`src/rtl/simd_pkg.sv`:
```
// simd_pkg: shared encodings and instruction field layout for the SIMD issue path
package simd_pkg;

    localparam int DEF_SIMD_WIDTH = 256;
    localparam int DEF_NREGS      = 8;

    localparam logic [3:0] OP_ADD  = 4'd0;
    localparam logic [3:0] OP_SUB  = 4'd1;
    localparam logic [3:0] OP_ADDI = 4'd2;
    localparam logic [3:0] OP_SUBI = 4'd3;

    localparam logic [2:0] DM_8   = 3'd0;
    localparam logic [2:0] DM_16  = 3'd1;
    localparam logic [2:0] DM_32  = 3'd2;
    localparam logic [2:0] DM_64  = 3'd3;
    localparam logic [2:0] DM_128 = 3'd4;
    localparam logic [2:0] DM_256 = 3'd5;

    localparam int OP_LSB   = 28;
    localparam int MODE_LSB = 25;
    localparam int RD_LSB   = 22;
    localparam int RA_LSB   = 19;
    localparam int RB_LSB   = 16;
    localparam int IMM_LSB  = 0;

    function automatic logic is_legal(input logic [3:0] op);
        return op <= OP_SUBI;
    endfunction

endpackage

```
`src/rtl/simd_vreg_file.sv`:
```
// simd_vreg_file: vector register file with two async reads, one write, write-first bypass
module simd_vreg_file #(
    parameter int W = 256,
    parameter int N = 8
) (
    input  logic                 clk,
    input  logic                 rst_n,
    input  logic                 we_i,
    input  logic [$clog2(N)-1:0] waddr_i,
    input  logic [W-1:0]         wdata_i,
    input  logic [$clog2(N)-1:0] raddr_a_i,
    input  logic [$clog2(N)-1:0] raddr_b_i,
    output logic [W-1:0]         rdata_a_o,
    output logic [W-1:0]         rdata_b_o
);

    logic [W-1:0] mem_q [N];

    // storage: cleared by reset, otherwise written on the strobe
    always_ff @(posedge clk) begin
        if (!rst_n) begin
            for (int i = 0; i < N; i++) mem_q[i] <= '0;
        end else if (we_i) begin
            mem_q[waddr_i] <= wdata_i;
        end
    end

    assign rdata_a_o = (we_i && waddr_i == raddr_a_i) ? wdata_i : mem_q[raddr_a_i];
    assign rdata_b_o = (we_i && waddr_i == raddr_b_i) ? wdata_i : mem_q[raddr_b_i];

endmodule

```
`src/rtl/simd_issue_stage.sv`:
```
// simd_issue_stage: decode, hazard scoreboard and registered operand bundle for simd_adder
module simd_issue_stage #(
    parameter int SIMD_WIDTH = simd_pkg::DEF_SIMD_WIDTH,
    parameter int NREGS      = simd_pkg::DEF_NREGS
) (
    input  logic                     clk,
    input  logic                     rst_n,
    input  logic                     in_valid,
    output logic                     in_ready,
    input  logic [31:0]              in_instr,
    output logic                     out_valid,
    input  logic                     out_ready,
    output logic [SIMD_WIDTH-1:0]    A,
    output logic [SIMD_WIDTH-1:0]    B,
    output logic [2:0]               data_mode,
    output logic                     sub_flag,
    output logic                     imm_flag,
    output logic [7:0]               imm_reg,
    output logic [$clog2(NREGS)-1:0] out_rd,
    input  logic                     wb_en,
    input  logic [$clog2(NREGS)-1:0] wb_addr,
    input  logic [SIMD_WIDTH-1:0]    wb_data,
    output logic                     err_illegal
);

    import simd_pkg::*;

    localparam int IW = $clog2(NREGS);

    logic [3:0]            op;
    logic [2:0]            mode;
    logic [IW-1:0]         rd, ra, rb;
    logic [7:0]            imm;
    logic                  legal, is_imm, stall, xfer, issue;
    logic [NREGS-1:0]      pending_q, pending_d, pend_eff, wb_clr, issue_set;
    logic [SIMD_WIDTH-1:0] rdata_a, rdata_b;
    logic                  valid_q, valid_d, err_q;
    logic [SIMD_WIDTH-1:0] a_q, b_q;
    logic [2:0]            mode_q;
    logic                  sub_q, immf_q;
    logic [7:0]            immr_q;
    logic [IW-1:0]         rd_q;

    assign op     = in_instr[OP_LSB +: 4];
    assign mode   = in_instr[MODE_LSB +: 3];
    assign rd     = in_instr[RD_LSB +: IW];
    assign ra     = in_instr[RA_LSB +: IW];
    assign rb     = in_instr[RB_LSB +: IW];
    assign imm    = in_instr[IMM_LSB +: 8];
    assign legal  = is_legal(op);
    assign is_imm = op[1];

    simd_vreg_file #(.W(SIMD_WIDTH), .N(NREGS)) u_vrf (
        .clk       (clk),
        .rst_n     (rst_n),
        .we_i      (wb_en),
        .waddr_i   (wb_addr),
        .wdata_i   (wb_data),
        .raddr_a_i (ra),
        .raddr_b_i (rb),
        .rdata_a_o (rdata_a),
        .rdata_b_o (rdata_b)
    );

    // hazards are judged after this cycle's writeback clear so a returning result unblocks immediately
    always_comb begin
        wb_clr    = wb_en ? (NREGS'(1) << wb_addr) : '0;
        pend_eff  = pending_q & ~wb_clr;
        stall     = legal & (pend_eff[ra] | (~is_imm & pend_eff[rb]) | pend_eff[rd]);
        in_ready  = ~stall & (~valid_q | out_ready);
        xfer      = in_valid & in_ready;
        issue     = xfer & legal;
        issue_set = issue ? (NREGS'(1) << rd) : '0;
        pending_d = pend_eff | issue_set;
        valid_d   = issue | (valid_q & ~out_ready);
    end

    // scoreboard, output bundle and illegal-op pulse
    always_ff @(posedge clk) begin
        if (!rst_n) begin
            pending_q <= '0;
            valid_q   <= 1'b0;
            err_q     <= 1'b0;
            a_q       <= '0;
            b_q       <= '0;
            mode_q    <= '0;
            sub_q     <= 1'b0;
            immf_q    <= 1'b0;
            immr_q    <= '0;
            rd_q      <= '0;
        end else begin
            pending_q <= pending_d;
            valid_q   <= valid_d;
            err_q     <= xfer & ~legal;
            if (issue) begin
                a_q    <= rdata_a;
                b_q    <= is_imm ? '0 : rdata_b;
                mode_q <= mode;
                sub_q  <= op[0];
                immf_q <= is_imm;
                immr_q <= imm;
                rd_q   <= rd;
            end
        end
    end

    assign out_valid   = valid_q;
    assign err_illegal = err_q;
    assign A           = a_q;
    assign B           = b_q;
    assign data_mode   = mode_q;
    assign sub_flag    = sub_q;
    assign imm_flag    = immf_q;
    assign imm_reg     = immr_q;
    assign out_rd      = rd_q;

endmodule
```
`config.mk`:
```
export PLATFORM = sky130hd
export DESIGN_NAME = simd_issue_stage
export DESIGN_NICKNAME = d
export VERILOG_FILES = /design/src/rtl/simd_pkg.sv /design/src/rtl/simd_vreg_file.sv /design/src/rtl/simd_issue_stage.sv
export SDC_FILE = /design/constraint.sdc
export NUM_CORES = 2
export LEC_CHECK = 0
export CAP_MARGIN = 5
export CORE_ASPECT_RATIO = 0.8
export CORE_MARGIN = 4
export CORE_UTILIZATION = 30
export DETAILED_ROUTE_END_ITERATION = 10
export RECOVER_POWER = 100
export SYNTH_ARGS = -nofsm -noshare
export SYNTH_HDL_FRONTEND = slang
export SYNTH_SLANG_ARGS = --single-unit
```
`constraint.sdc`:
```
create_clock -name clk -period 15.68 [get_ports clk]
set_clock_uncertainty 0.2 [all_clocks]
set_input_delay 1.568 -clock clk [delete_from_list [all_inputs] [get_ports clk]]
set_output_delay 1.568 -clock clk [all_outputs]
set_load 0.01 [all_outputs]
```
==> out/qor.txt <==
register area share after synthesis - 55.5%
Tmin final - 11.16 ns
DIE HEIGHT - 597 um
die span in x - 745 um
initial DRC count - 8255
PortBufs - 818
antenna violations before repair - 28
RSZ-0062 raised after global routing - no
Critical Path End Type - flip-flop
WS Path Type - input port to flip-flop
CP Max Fanout - 199
max reg flops - 2048
Post-Syn Area - 130000 um2
synth top area cells - edfxtp_1 47%, mux4_2 18%, and2_1 9.8%
cell area after layout - 153000 um2
CTS Hold Bufs - 0
total power - 17.0 mW
clock sinks - 2586
Worst-Skew Late Latency - 0.93 ns
Clock Root Buffer - clkbuf_16
Most flops, register - u_vrf.mem_q
CP Launch Type - input port
Mapped Nets - 9485
crit share post-route - 71.2%
share of layout cells above drive strength 1 - 15.8%
outcome - finished with violations
Post-CTS Setup Bufs - 0
Synth top area share - 47.2%
GPL Wtd Cong - 0.786
Via Count - 83900
Syn Inst Count - 9189
Synth Flop Type - edfxtp_1
area occupied by multi-input gates - 54800 um2
via-per-instance ratio - 5.35
WL final - 436000 um
number of fill cells - 41100
post_cts resized - 0
Site Rows - 216
VDD IR max - 0.0860 mV
Post-synth EDFFs - 2048
vias in the first global route - 88100
Max Slew Vio Count - 2912
final core occ - 35.5%
yosys warns - 0
wire length per cell - 27.7 um
Placed Area - 144000 um2
Synth async-reset ratio - 0%
worst min path class - flip-flop to flip-flop
final setup fails - 0
Routed Antenna Nets - 0
I/O pins - 827
total core area - 433000 um2
power density cells - 110 nW/um2
fmax - 89.6 MHz
failing checks - max-capacitance violations, max-slew violations
Reg area - 72300 um2
post-synth top area cell - edfxtp_1
CP arrival - 11.39 ns
worst-margin pin slew - 7.17 ns
Initial Utilization - 30.1%
DP HPWL - 251000 um
Layout area overhead - 17.8%
CTS tree - built
DRT Pass-1 Iters - 5
H-tree depth - 5
Synth Area per Inst - 14.2 um2
Die Area - 445000 um2
final net count - 9957
Final Hold Vio Count - 0
LEAKAGE - 56.8 nW
first-pass GRT wire length - 628000 um
Distinct cells, synth - 43
#FFs+latches synth - 2586
TNS Setup - 0 ns
CTS max path bufs - 4
Rel. slew slack - -378%
MaxCap Viol Count - 69
CTS Buf Count - 292
drt drc - 0
Clk pin slew, worst setup/hold paths - 0.06 ns
largest net degree at the start of global routing - 200
Tot GR Track Use - 19.0%
Crit path required time - 15.91 ns
total grt overflow - 0
-- placed cells by master (no fill, tap or decap), types with 4 or more instances in the layout --
master and count:
xnor2_1 4, buf_12 24, nand3_1 14, clkinv_2 36
bufinv_16 19, inv_6 9, buf_8 6, nor2b_1 8
clkinv_1 49, clkinv_8 10, diode_2 23, and2_1 1177
clkdlybuf4s50_1 278, nand3b_1 4, nor2_1 10, buf_4 87
nand4_1 8, o211ai_1 512, edfxtp_1 2048, nand2_1 1066
clkbuf_16 299, dfxtp_1 538, clkinvlp_4 8, nand2b_1 4
clkbuf_1 121, o21ai_0 7, mux2i_1 1037, nand4b_1 4
mux4_2 1025, clkbuf_8 26, inv_1 4, and2_0 874
dlygate4sd3_1 533
-- final timing paths --
check                     from             endpoint  slack (ns)  cells past startpoint
setup / recovery         rst_n  u_vrf.mem_q[3][186]        4.52                      5
hold / removal          A[251]               A[251]        0.26                      2
setup reg to reg  pending_q[0]               A[247]        6.34                     10
hold reg to reg         A[251]               A[251]        0.26                      2
-- power breakdown --
part | internal (mW) | leakage, nW | switching (mW)
logic | 0.876 | 28.0 | 1.09
registers | 7.84 | 24.2 | 0.215
clock network | 3.97 | 4.63 | 2.96
total | 12.7 | 56.8 | 4.27
-- cell families after synthesis --
group                  after synthesis  synth area share [%]
AO/OA/AOI/OAI                      540                  3.11
XOR/XNOR                             6                0.0403
buffers and inverters              812                  2.45
flip-flops                        2586                  55.5
multiplexers                      2062                  25.7
AND/OR/NAND/NOR                   3183                  13.2
-- cell usage after synthesis (4+ instances only) --
cell type	instances
edfxtp_1	2048
nor2b_1	8
nand4_1	8
nand3_1	14
buf_2	30
inv_1	4
xnor2_1	4
o211ai_1	512
buf_1	153
nand4b_1	4
nand3b_1	4
and2_1	2051
nand2b_1	4
nand2_1	1065
dfxtp_1	538
clkbuf_1	596
mux2i_1	1037
o21ai_0	5
mux4_2	1025
buf_4	29
nor2_1	12
-- through the flow --
step | cells | setup slack (ns) | hold slack, ns
after floorplan | 9189 | 6.76 | 0.241
after global placement | 15100 | 8.41 | 0.247
after detailed placement | 15100 | 8.37 | 0.246
after CTS | 15700 | 8.72 | 0.256
after global routing | 15700 | 4.27 | 0.274
final | 15700 | 4.52 | 0.257
-- layout make-up --
class / instances / area share (%)
diodes: 23 / 0.0375
clock inverters: 140 / 0.922
flip-flops and latches: 2586 / 47.1
repair buffers: 986 / 6.23
multi-input cells: 5791 / 35.7
clock buffers: 390 / 5.27
well taps: 5777 / 4.71
inverters: 4 / 0.00978
-- worst max-delay path, stage by stage --
cell	delay, ns
clkbuf_1	1.44
buf_12	0.87
nand2_1	2.03
clkbuf_1	2.56
clkbuf_1	2.61
-- metal layers --
layer	track usage (%)	vias to the layer above	share of wire (%)
met3	2.49	772	6.1
li1	-	35600	-
met2	32.8	3429	50
met4	6.94	10	3.8
met5	0.206	-	0.044
met1	24.3	44100	40
No activity file was read; power rests on OpenSTA's default activity.
